**config.mk**
```make
export PLATFORM = sky130hd
export DESIGN_NAME = count_event_detector_flat
export DESIGN_NICKNAME = d
export VERILOG_FILES = /design/src/rtl/count_event_detector_if.sv /design/src/rtl/count_event_detector.sv /design/src/flat_wrapper.sv
export SDC_FILE = /design/constraint.sdc
export NUM_CORES = 1
export LEC_CHECK = 0
export ABC_AREA = 1
export CAP_MARGIN = 20
export CORE_ASPECT_RATIO = 0.5
export CORE_MARGIN = 5
export CORE_UTILIZATION = 55
export DETAILED_ROUTE_END_ITERATION = 12
export PLACE_DENSITY = 0.86
export SLEW_MARGIN = 5
export SYNTH_ARGS = -nofsm -noshare
export SYNTH_HDL_FRONTEND = slang
export SYNTH_SLANG_ARGS = --single-unit
```
**constraint.sdc**
```tcl
create_clock -name clk -period 3.25 [get_ports clk]
set_clock_uncertainty 0.1 [all_clocks]
set_input_delay 0.325 -clock clk [delete_from_list [all_inputs] [get_ports clk]]
set_output_delay 0.325 -clock clk [all_outputs]
set_load 0.02 [all_outputs]
```
**src/rtl/count_event_detector_if.sv**
```systemverilog
// Event-detector bus: counter samples and compare load in, queued event records out.
// Optional evt_ts field exists only when COUNT_EVT_TIMESTAMP_EN is defined.
interface count_event_detector_if #(
    parameter int WIDTH = 4,
    parameter int DEPTH = 4
);
    logic [WIDTH-1:0]        count;
    logic                    count_vld;
    logic [WIDTH-1:0]        cmp_val;
    logic                    cmp_load;
    logic                    evt_valid;
    logic                    evt_ready;
    logic [1:0]              evt_wrap;
    logic                    evt_match;
    logic [WIDTH-1:0]        evt_count;
    logic [$clog2(DEPTH):0]  fifo_level;
    logic                    ovf;
    logic                    ovf_clr;
`ifdef COUNT_EVT_TIMESTAMP_EN
    logic [15:0]             evt_ts;
`endif

    modport master (
        output count, count_vld, cmp_val, cmp_load, evt_ready, ovf_clr,
        input  evt_valid, evt_wrap, evt_match, evt_count, fifo_level, ovf
`ifdef COUNT_EVT_TIMESTAMP_EN
        , input evt_ts
`endif
    );

    modport slave (
        input  count, count_vld, cmp_val, cmp_load, evt_ready, ovf_clr,
        output evt_valid, evt_wrap, evt_match, evt_count, fifo_level, ovf
`ifdef COUNT_EVT_TIMESTAMP_EN
        , output evt_ts
`endif
    );
endinterface

```
**src/rtl/count_event_detector.sv**
```systemverilog
// Wrap/compare-match detector on counter samples; records land at the FIFO head the edge after sampling,
// popped on evt_valid&&evt_ready; full FIFO drops new records and sets sticky ovf. COUNT_EVT_TIMESTAMP_EN adds evt_ts.
module count_event_detector #(
    parameter int WIDTH = 4,
    parameter int DEPTH = 4
) (
    input  logic clk,
    input  logic rst,
    count_event_detector_if.slave bus
);
    localparam int AW = $clog2(DEPTH);
    localparam int LW = AW + 1;

    typedef enum logic {
        S_PRIME = 1'b0,
        S_RUN   = 1'b1
    } state_t;

    state_t           r_state;
    state_t           w_state_nxt;
    logic [WIDTH-1:0] r_prev;
    logic [WIDTH-1:0] r_cmp;
    logic [LW-1:0]    r_wr_cnt;
    logic [LW-1:0]    r_rd_cnt;
    logic             r_ovf;

    logic [1:0]       r_mem_wrap  [DEPTH];
    logic             r_mem_match [DEPTH];
    logic [WIDTH-1:0] r_mem_count [DEPTH];

    logic             w_sample;
    logic             w_up;
    logic             w_down;
    logic             w_match;
    logic [1:0]       w_wrap;
    logic             w_push;
    logic             w_pop;
    logic             w_full;
    logic             w_nonempty;
    logic             w_wr_en;
    logic             w_drop;
    logic [LW-1:0]    w_level;
    logic [AW-1:0]    w_wr_ptr;
    logic [AW-1:0]    w_rd_ptr;

    always_ff @(posedge clk or posedge rst) begin
        if (rst) begin
            r_state <= S_PRIME;
        end else begin
            r_state <= w_state_nxt;
        end
    end

    always_comb begin
        w_state_nxt = r_state;
        w_sample    = 1'b0;
        case (r_state)
            S_PRIME: begin
                if (bus.count_vld) begin
                    w_state_nxt = S_RUN;
                end
            end
            S_RUN: begin
                w_sample = bus.count_vld;
            end
            default: begin
                w_state_nxt = S_PRIME;
            end
        endcase
    end

    // With WIDTH=1 these reduce to 1->0 up-wrap and 0->1 down-wrap.
    assign w_up    = (r_prev == {WIDTH{1'b1}}) && (bus.count == {WIDTH{1'b0}});
    assign w_down  = (r_prev == {WIDTH{1'b0}}) && (bus.count == {WIDTH{1'b1}});
    assign w_match = (bus.count == r_cmp) && (bus.count != r_prev);
    assign w_wrap  = w_up ? 2'b01 : (w_down ? 2'b10 : 2'b00);

    assign w_level    = r_wr_cnt - r_rd_cnt;
    assign w_nonempty = (w_level != '0);
    assign w_full     = (w_level == LW'(DEPTH));
    assign w_wr_ptr   = r_wr_cnt[AW-1:0];
    assign w_rd_ptr   = r_rd_cnt[AW-1:0];

    assign w_push  = w_sample && (w_up || w_down || w_match);
    assign w_pop   = w_nonempty && bus.evt_ready;
    // A pop in the same cycle frees the slot, so a full FIFO still accepts the push.
    assign w_wr_en = w_push && (!w_full || w_pop);
    assign w_drop  = w_push && w_full && !w_pop;

    always_ff @(posedge clk or posedge rst) begin
        if (rst) begin
            r_prev   <= '0;
            r_cmp    <= '0;
            r_wr_cnt <= '0;
            r_rd_cnt <= '0;
            r_ovf    <= 1'b0;
        end else begin
            if (bus.count_vld) begin
                r_prev <= bus.count;
            end
            if (bus.cmp_load) begin
                r_cmp <= bus.cmp_val;
            end
            if (w_wr_en) begin
                r_wr_cnt <= r_wr_cnt + 1'b1;
            end
            if (w_pop) begin
                r_rd_cnt <= r_rd_cnt + 1'b1;
            end
            if (w_drop) begin
                r_ovf <= 1'b1;
            end else if (bus.ovf_clr) begin
                r_ovf <= 1'b0;
            end
        end
    end

    always_ff @(posedge clk) begin
        if (w_wr_en) begin
            r_mem_wrap[w_wr_ptr]  <= w_wrap;
            r_mem_match[w_wr_ptr] <= w_match;
            r_mem_count[w_wr_ptr] <= bus.count;
        end
    end

    assign bus.evt_valid  = w_nonempty;
    assign bus.evt_wrap   = w_nonempty ? r_mem_wrap[w_rd_ptr]  : 2'b00;
    assign bus.evt_match  = w_nonempty ? r_mem_match[w_rd_ptr] : 1'b0;
    assign bus.evt_count  = w_nonempty ? r_mem_count[w_rd_ptr] : '0;
    assign bus.fifo_level = w_level;
    assign bus.ovf        = r_ovf;

`ifdef COUNT_EVT_TIMESTAMP_EN
    logic [15:0] r_ts;
    logic [15:0] r_mem_ts [DEPTH];

    always_ff @(posedge clk or posedge rst) begin
        if (rst) begin
            r_ts <= '0;
        end else begin
            r_ts <= r_ts + 16'd1;
        end
    end

    always_ff @(posedge clk) begin
        if (w_wr_en) begin
            r_mem_ts[w_wr_ptr] <= r_ts;
        end
    end

    assign bus.evt_ts = w_nonempty ? r_mem_ts[w_rd_ptr] : 16'd0;
`endif
endmodule
```
**src/flat_wrapper.sv**
```systemverilog
// flat-port wrapper written by rule: the top's interface ports become plain ports
module count_event_detector_flat 
#(
    parameter int WIDTH = 4,
    parameter int DEPTH = 4
)
  (clk, rst, bus_count, bus_count_vld, bus_cmp_val, bus_cmp_load, bus_evt_ready, bus_ovf_clr, bus_evt_valid, bus_evt_wrap, bus_evt_match, bus_evt_count, bus_fifo_level, bus_ovf);
  count_event_detector_if #(.WIDTH(WIDTH), .DEPTH(DEPTH)) bus_i ();
  input  logic clk;
  input  logic rst;
  input wire logic [$bits(bus_i.count)-1:0] bus_count;
  input wire logic [$bits(bus_i.count_vld)-1:0] bus_count_vld;
  input wire logic [$bits(bus_i.cmp_val)-1:0] bus_cmp_val;
  input wire logic [$bits(bus_i.cmp_load)-1:0] bus_cmp_load;
  input wire logic [$bits(bus_i.evt_ready)-1:0] bus_evt_ready;
  input wire logic [$bits(bus_i.ovf_clr)-1:0] bus_ovf_clr;
  output wire logic [$bits(bus_i.evt_valid)-1:0] bus_evt_valid;
  output wire logic [$bits(bus_i.evt_wrap)-1:0] bus_evt_wrap;
  output wire logic [$bits(bus_i.evt_match)-1:0] bus_evt_match;
  output wire logic [$bits(bus_i.evt_count)-1:0] bus_evt_count;
  output wire logic [$bits(bus_i.fifo_level)-1:0] bus_fifo_level;
  output wire logic [$bits(bus_i.ovf)-1:0] bus_ovf;
  assign bus_i.count = bus_count;
  assign bus_i.count_vld = bus_count_vld;
  assign bus_i.cmp_val = bus_cmp_val;
  assign bus_i.cmp_load = bus_cmp_load;
  assign bus_i.evt_ready = bus_evt_ready;
  assign bus_i.ovf_clr = bus_ovf_clr;
  assign bus_evt_valid = bus_i.evt_valid;
  assign bus_evt_wrap = bus_i.evt_wrap;
  assign bus_evt_match = bus_i.evt_match;
  assign bus_evt_count = bus_i.evt_count;
  assign bus_fifo_level = bus_i.fifo_level;
  assign bus_ovf = bus_i.ovf;
  count_event_detector #(.WIDTH(WIDTH), .DEPTH(DEPTH)) u_core (.clk(clk), .rst(rst), .bus(bus_i));
endmodule
```
== Yosys cells after proc, flatten, opt, wreduce, memory -nomap -nowiden ==
Memory sizes are Yosys's and may differ from the RTL's.
Cells that the tools add are included.

* Flip-flop bits (word level): 16
* Memories: 3
* Memory bits (writable): 28
* Output and inout port bits: 12
* Input bits: 14
* Logic and storage cells: 46

* Mux-type cells: 12
* Add/sub/neg operators: 3
* Equality and inequality tests: 5
* Reduce and logical (&&, ||, !) cells: 17

{| class="wikitable"
|+ Memory list
! name !! depth !! bits a word !! rd ports !! clocked after Yosys merged registers in !! wr ports !! RTL line !! text
|-
| u_core.r_mem_count || 4 || 4 || 1 || 0 || 1 || count_event_detector.sv:29 || <nowiki>logic [WIDTH-1:0] r_mem_count [DEPTH];</nowiki>
|-
| u_core.r_mem_wrap || 4 || 2 || 1 || 0 || 1 || count_event_detector.sv:27 || <nowiki>logic [1:0] r_mem_wrap [DEPTH];</nowiki>
|-
| u_core.r_mem_match || 4 || 1 || 1 || 0 || 1 || count_event_detector.sv:28 || <nowiki>logic r_mem_match [DEPTH];</nowiki>
|}

{| class="wikitable"
|+ Operator list
! cell !! count
|-
| 4-bit equality test, second input constant || 2
|-
| 1-bit logical AND || 8
|-
| 4-bit logical NOT || 2
|-
| 1-bit two-way mux || 8
|-
| 3-bit by 1-bit adder with 3-bit output, second input constant || 2
|-
| 2-bit two-way mux || 3
|-
| 4-bit equality test || 1
|-
| 4-bit two-way mux || 1
|-
| 4-bit inequality test || 1
|-
| 3-bit equality test, second input constant || 1
|-
| 1-bit logical OR || 3
|-
| 3-bit nonzero test || 1
|-
| 3-bit subtractor || 1
|-
| 1-bit logical NOT || 2
|-
| 2-bit nonzero test || 1
|}

== Longest topological paths before layout ==
Gate-level depths: netlist (run 1).

* Word-level depth: 8
* Depth in mapped cells: 11
* Depth with buffers taken out: 11

== Worst setup path before layout (run 1) ==
No wires, ideal clock.

* Path kind: reg2reg
* Start: register u_core.r_rd_cnt[0]
* End: memory u_core.r_mem_count[0][0] (enable)
* Path slack: 803 ps
* Arrival time: 1987 ps
* Clock period less this slack: 2447 ps
* Setup time: 360 ps
* Required time: 2790 ps
* Path buffers: 0
* Cell stages (with the launch flop): 10
* Path through: dfrtp_1 > ha_1 > fa_1 > xnor2_1 > nand2_1 > nand2_2 > inv_2 > nand2_4 > nand3_4 > nor2_1

* Word-level cells in the longest chain between the ends: 7
* Elaborated cells on any way between the ends: 9
* Classes of those cells: add/sub: 1; eq/ne: 1; mux: 2; reduce/logical: 5

{| class="wikitable"
|+ RTL lines
! item !! RTL line !! text
|-
| from (decl) || count_event_detector.sv:24 || <nowiki>logic [LW-1:0] r_rd_cnt;</nowiki>
|-
| from (signal assigned) || count_event_detector.sv:108 || <nowiki>r_rd_cnt <= r_rd_cnt + 1'b1;</nowiki>
|-
| 3-bit subtractor * || count_event_detector.sv:78 || <nowiki>assign w_level = r_wr_cnt - r_rd_cnt;</nowiki>
|-
| named net bus_fifo_level[2] || flat_wrapper.sv:21 || <nowiki>output wire logic [$bits(bus_i.fifo_level)-1:0] bus_fifo_level;</nowiki>
|-
| 3-bit equality test or 3-bit nonzero test (tied branches) || count_event_detector.sv:80, count_event_detector.sv:79 ||
|-
| 1-bit logical NOT or 1-bit logical AND (tied branches) || count_event_detector.sv:87, count_event_detector.sv:85 ||
|-
| 1-bit logical OR * || count_event_detector.sv:87 || <nowiki>assign w_wr_en = w_push && (!w_full || w_pop);</nowiki>
|-
| 1-bit logical AND * || count_event_detector.sv:87 ||
|-
| 1-bit two-way mux * || count_event_detector.sv:119 || <nowiki>if (w_wr_en) begin</nowiki>
|-
| 1-bit two-way mux (not written as such) * || count_event_detector.sv:122 || <nowiki>r_mem_count[w_wr_ptr] <= bus.count;</nowiki>
|-
| to (decl) || count_event_detector.sv:29 ||
|}

The timed path passes the listed nets; every way through them passes the cells marked *.

== Final worst setup path (run 1) ==
* Start: register u_core.r_wr_cnt[0]
* End: output port bus_evt_count[3]

* Word-level cells in the longest chain between the ends: 3

{| class="wikitable"
|+ RTL lines
! item !! RTL line !! text
|-
| from (decl) || count_event_detector.sv:23 || <nowiki>logic [LW-1:0] r_wr_cnt;</nowiki>
|-
| from (signal assigned) || count_event_detector.sv:105 || <nowiki>r_wr_cnt <= r_wr_cnt + 1'b1;</nowiki>
|-
| 3-bit subtractor || count_event_detector.sv:78 ||
|-
| 3-bit nonzero test || count_event_detector.sv:79 || <nowiki>assign w_nonempty = (w_level != '0);</nowiki>
|-
| 4-bit two-way mux || count_event_detector.sv:129 || <nowiki>assign bus.evt_count = w_nonempty ? r_mem_count[w_rd_ptr] : '0;</nowiki>
|-
| to (decl) || flat_wrapper.sv:20 || <nowiki>output wire logic [$bits(bus_i.evt_count)-1:0] bus_evt_count;</nowiki>
|}

Every way passes these cells.

==> flow_summary.toml, run 1 <==
[clock_network]
cts.htree.levels = 2
cts_buffer_count = 5
postCtsHoldBufs = 0
sinks_on_clock_net = 44
cts-root-buf = "clkbuf_8"
cts_tree = "done"
worst_setup_hold_path_clk_slew_ps = 70
post-cts-setup-buffer-count = 0
cts_repair_resize_count = 0
maximum_clock_path_buffer_count = 2
worstSkewPairLatency_ps = 290

[yosys]
flip_flop_cell_with_the_highest_count_after_synthesis = "edfxtp_1"
async_flop_share_pct = 36.4
syn-cell-area_um2 = 2140
number_of_enable_flip_flop_cells_after_synthesis = 28
syn_nets = 234
yosysWarnings = 0
ys_types = 29
synthesis.instances = 213
yosysMostFrequentCell = "nand2_1"
netlist.top_cell.by_area = "edfxtp_1"
synth.cells.most_frequent = "47 x nand2_1, 32 x nor2_1, 30 x inv_1, 28 x edfxtp_1, 16 x dfrtp_1"
syn_avg_cell_area_um2 = 10.0
synth_top_cell_area_share_pct = 39.3
ffs_latches_synth = 44
cells_taking_the_most_area_after_synthesis = "edfxtp_1 39%, dfrtp_1 19%, nand2_1 8.2%, nor2_1 5.6%, inv_1 5.3%"
seq_area_frac_synth_pct = 58.0

[flow_run]
cap_violations = 0

[floorplanning]
die_area_um2 = 5310
floorplan.die.width_um = 98.2
die_h_um = 54.1
initial_utilization_pct = 56.0
design.core.area_um2 = 3820
io_pins = 26
rows = 16

[global_routing]
largest_net_degree_at_the_start_of_global_routing = 18
grt-ovfl-total = 0
grt_pass1_wl_mm = 6.70
grt_pass1_vias = 1491
grt_util_all_layers_pct = 16.9
grt_antenna_before_repair = 0

[setup_path]
timing.critical_path.cells = "inv_1, ha_1, fa_1, xor2_1, nand2_1, nand2_2, nand3_4, nand2_1, inv_1, clkdlybuf4s50_1"
cp.arrival_ps = 2700
cp_num_buf_inv = 3
critical_path.top_delay_family = "buffers and inverters"
req_time_crit_path_ps = 2820
critical_path.slowest_cell = "clkdlybuf4s50_1"
max_stage_delay_ps = 630
critical_path_class = "flop to output pin"
timing.critical_path.from_type = "flop"
critical_path.endpoint_type = "output pin"
path_max_fanout = 10

[finish]
final_nets = 267
fillCellCount = 265
final_layout_size_suffix_gt1_share_pct = 10.5
insertedDiodeCount = 0
postLayoutCoreUtil_pct = 66.8
area.growth.synth_to_final_pct = 19.4

[sta]
worst_pin_slew_ps = 633
grt_setup_unrepaired = "no"
final_period_minus_worst_setup_slack_ps = 3120
final_slew_violations = 0
period_share_pct = 96.1
tns_ps = 0
hold-worst-slack_ps = 310
hold_viol = 0
fmax_mhz = 320
max-slew-margin-rel_pct = 57.8
finalSetupViolCount = 0

[pwr]
p_total_mw = 2.29
pwr_density_cell_nw_per_um2 = 894
vdd_ir_drop_max_mv = 0.406
leakage_nw = 1.12

[route]
wl_per_cell_um = 13.0
drcViolationCount = 0
route.detailed.vias_per_inst = 4.98
count_of_antenna_violating_nets_left_after_detailed_routing = 0
dr.first_iter.drc_count = 92
drt_pass1_iterations = 4
dr_total_vias = 1498
drt-total-wl_mm = 3.93

[hold_path]
worstHoldPathType = "input port to async pin"

[status]
outcome = "finished clean"

[placed_design]
hpwl_mm = 2.85
place_congestion = 0.844
buffer_ports.inserted = 25
cell families after synthesis:
kind of cell	count (synthesis)	share of synthesized area, %
DFF	44	58.0
muxes	2	1.05
xor gates and xnor gates	7	3.22
buffers and inverters	36	6.61
AOI/OAI and AO/OA	22	6.55
and+or+nand+nor	95	20.1
adders and majority gates	7	4.44
final cells by class:
class | count | area [um^2] | area share (%)
repair buffers | 30 | 288 | 11.3
well taps | 54 | 67.6 | 2.64
flip-flops and latches | 44 | 1240 | 48.6
clock buffers | 7 | 76.3 | 2.99
multi-input cells | 133 | 757 | 29.6
inverters | 32 | 120 | 4.70
clock inverters | 1 | 5.00 | 0.196
placed cells by master, fill, tap and decap left out, drive strengths merged:
cell,netlist,routed
nand2,51,51
nor2,33,33
inv,32,32
edfxtp,28,28
clkdlybuf4s50,0,25
dfrtp,16,16
o21ai,15,15
o32ai,7,7
clkbuf,1,7
ha,6,6
buf,3,5
xnor2,4,4
nand4,3,3
xor2,3,3
nand3,3,3
mux2,2,2
and2,2,2
nor3,1,1
or2,1,1
nand3b,1,1
fa,1,1
clkinv,0,1
where the power goes:
part / switching (mW) / internal [mW]
Sequential: 0.0692 / 0.644
Combinational: 0.725 / 0.531
Clock: 0.165 / 0.151
Total: 0.960 / 1.33
layer usage:
layer | track usage [%] | part of all wire, % | wire length [um] | up-vias
met1 | 18.8 | 39 | 1540 | 686
met2 | 32.1 | 52 | 2020 | 53
met4 | 5.67 | 1.5 | 57 | 0
li1 | - | - | - | 753
met5 | 0 | 0 | 0 | -
met3 | 4.92 | 7.6 | 299 | 6
registers in the layout, summed over array words and instances (netlist names):
register and count:
u_core.bus.ovf 1, u_core.r_cmp 4, u_core.r_mem_count 16, u_core.r_wr_cnt 3, u_core.r_prev 4, u_core.r_state 1
u_core.r_mem_match 4, u_core.r_mem_wrap 8, u_core.r_rd_cnt 3
per-stage QoR:
step	std cells	cell area, um^2	setup slack (ps)
finish	301	2550	127
global route	301	2550	2.37
CTS	301	2550	108
detailed placement	293	2470	491
global placement	293	2470	555
floorplan	213	2140	803
final timing paths:
path / startpoint / end / slack, ps / cells after the start
min reg2reg: u_core.r_state / u_core.r_state / 380 / 1
min: rst / u_core.bus.ovf / 310 / 2
min in group clk: u_core.r_state / u_core.r_state / 380 / 1
max: u_core.r_wr_cnt[0] / bus_evt_count[3] / 130 / 10
max reg2reg: u_core.r_wr_cnt[0] / u_core.r_mem_count[1][3] / 730 / 9
max in group asynchronous: rst / u_core.r_prev[1] / 2330 / 2
Note: power is estimated with default switching activity, not from simulation.
==> inputs of run 2 (changes only) <==
Settings changed: CORE_UTILIZATION 55 to 30, PLACE_DENSITY 0.86 to 0.55.
==> flow_summary.toml, run 2 (same netlist as run 1, synthesis figures left out) <==
[pwr]
power.internal_mw = 1.47
pwr_density_cell_nw_per_um2 = 913
power.share.switching_pct = 40.0
power.switching_mw = 0.975
pwr-share-comb_pct = 51.7
clock_network_fraction_of_design_power_pct = 20.1
seqPwrFrac_pct = 28.3
leakage_nw = 1.16
vdd_ir_drop_max_mv = 0.326

[route]
drt_pass1_iterations = 4
drt-total-wl_mm = 4.08
drcViolationCount = 0
dr.first_iter.drc_count = 51
dr_total_vias = 1466
route.detailed.vias_per_inst = 4.31
count_of_antenna_violating_nets_left_after_detailed_routing = 0
wl_per_cell_um = 12.0

[clock_network]
cts.htree.levels = 2
cts_tree = "done"
post-cts-setup-buffer-count = 0
cts-root-buf = "clkbuf_16"
cts_repair_resize_count = 0
maximum_clock_path_buffer_count = 2
worst_setup_hold_path_clk_slew_ps = 60
sinks_on_clock_net = 44
postCtsHoldBufs = 0
worstSkewPairLatency_ps = 290
cts_buffer_count = 5

[sta]
finalSetupViolCount = 0
grt_setup_unrepaired = "no"
fmax_mhz = 330
period_share_pct = 93.3
max-slew-margin-rel_pct = 58.4
worst_pin_slew_ps = 623
hold_viol = 0
tns_ps = 0
final_period_minus_worst_setup_slack_ps = 3030
final_slew_violations = 0

[floorplanning]
rows = 21
floorplan.die.width_um = 129
die_area_um2 = 9020
io_pins = 26
design.core.area_um2 = 6810
die_h_um = 69.7
initial_utilization_pct = 31.4

[setup_path]
cp.arrival_ps = 2610
max_stage_delay_ps = 590
timing.critical_path.cells = "inv_1, ha_1, fa_1, xor2_1, nand2_1, nand2_2, nand3_4, nand2_1, inv_1, clkdlybuf4s50_1"
critical_path.endpoint_type = "output pin"
req_time_crit_path_ps = 2820
critical_path_class = "flop to output pin"
critical_path.slowest_cell = "clkdlybuf4s50_1"
cp_num_buf_inv = 3
path_max_fanout = 10
critical_path.top_delay_family = "buffers and inverters"
timing.critical_path.from_type = "flop"

[global_routing]
grt_pass1_wl_mm = 6.69
grt_antenna_before_repair = 0
grt_util_all_layers_pct = 9.65
grt_pass1_vias = 1421
grt-ovfl-total = 0
largest_net_degree_at_the_start_of_global_routing = 17

[finish]
fillCellCount = 638
final_nets = 268
reg_top3 = "u_core.r_mem_count: 16 flops, u_core.r_mem_wrap: 8 flops"
final_cell_mix = "47 x nand2_1, 32 x nor2_1, 30 x inv_1"
finalNonFillerCells = 340
max_flop_register = "u_core.r_mem_count"
final_layout_size_suffix_gt1_share_pct = 11.7
largest_reg_flops = 16
area.growth.synth_to_final_pct = 24.9
layout_commonest_cell = "nand2_1"
insertedDiodeCount = 0

[placed_design]
placed_cells_incl_taps = 332
place_congestion = 0.743
buffer_ports.inserted = 25
hpwl_mm = 2.95

[status]
outcome = "finished clean"

[flow_run]
cap_violations = 0

[hold_path]
worstHoldPathType = "input port to async pin"
[run 2: changes by cell type in the layout (fill, tap and decap cells not counted), sizes merged]
cell / delta
buf: +1
clkinv: +2
clkbuf: -2
[run 2: final cells by class]
| class | instances | area (um^2) | share of cell area (%) |
|---|---|---|---|
| clock buffers | 5 | 125 | 4.68 |
| multi-input cells | 133 | 757 | 28.3 |
| clock inverters | 3 | 18.8 | 0.702 |
| inverters | 32 | 120 | 4.49 |
| repair buffers | 31 | 295 | 11.0 |
| well taps | 92 | 115 | 4.31 |
| flip-flops and latches | 44 | 1240 | 46.4 |
[run 2: path summary, 6_finish.rpt]
path                                          from  slack [ps]  cells past startpoint                  endpoint
worst max-delay path            u_core.r_wr_cnt[0]         220                     10           bus_evt_wrap[1]
worst min-delay path                           rst         330                      2        u_core.r_rd_cnt[0]
worst max register to register  u_core.r_wr_cnt[0]         840                      9  u_core.r_mem_count[1][2]
worst min register to register      u_core.r_state         370                      1            u_core.r_state
max in group asynchronous                      rst        2320                      2        u_core.r_wr_cnt[2]
min in group clk                    u_core.r_state         370                      1            u_core.r_state
[run 2: metal layers]
layer | routed length, um | GRT usage, % | share of wire [%]
met1 | 2090 | 12.9 | 51
met2 | 1800 | 14.6 | 44
met3 | 136 | 2.38 | 3.3
met4 | 52 | 4.61 | 1.3
met5 | 0 | 0 | 0
[run 2: stage by stage]
step / cell area, um^2 / hold slack, ps / power [mW] / worst slack (ps) / util [%]
2_1_floorplan: 2140 / 139 / 1.50 / 803 / -
4_1_cts: 2670 / 357 / 2.48 / 189 / 39.3
3_3_place_gp: 2530 / 349 / 1.97 / 546 / 37.2
6_report: 2670 / 330 / 2.44 / 218 / 39.3
5_1_grt: 2670 / 381 / 2.61 / 95.2 / 39.3
3_5_place_dp: 2530 / 352 / 1.98 / 504 / 37.2
[run 2: worst reg2reg max path, cell delays in order (launching register included)]
cell     delay [ps]
dfrtp_1         390
inv_1           110
ha_1            200
fa_1            540
inv_1            70
nor3_1          310
nand2_4         120
nand3_4         120
nor2_1           50
buf_4           170
[run 2: power groups by stage]
stage | clock, mW | sequential (mW) | combinational [mW]
3_5_place_dp | 0 | 0.701 | 1.28
2_1_floorplan | 0 | 0.703 | 0.801
6_report | 0.490 | 0.690 | 1.26
3_3_place_gp | 0 | 0.698 | 1.27
5_1_grt | 0.533 | 0.695 | 1.38
4_1_cts | 0.503 | 0.689 | 1.29
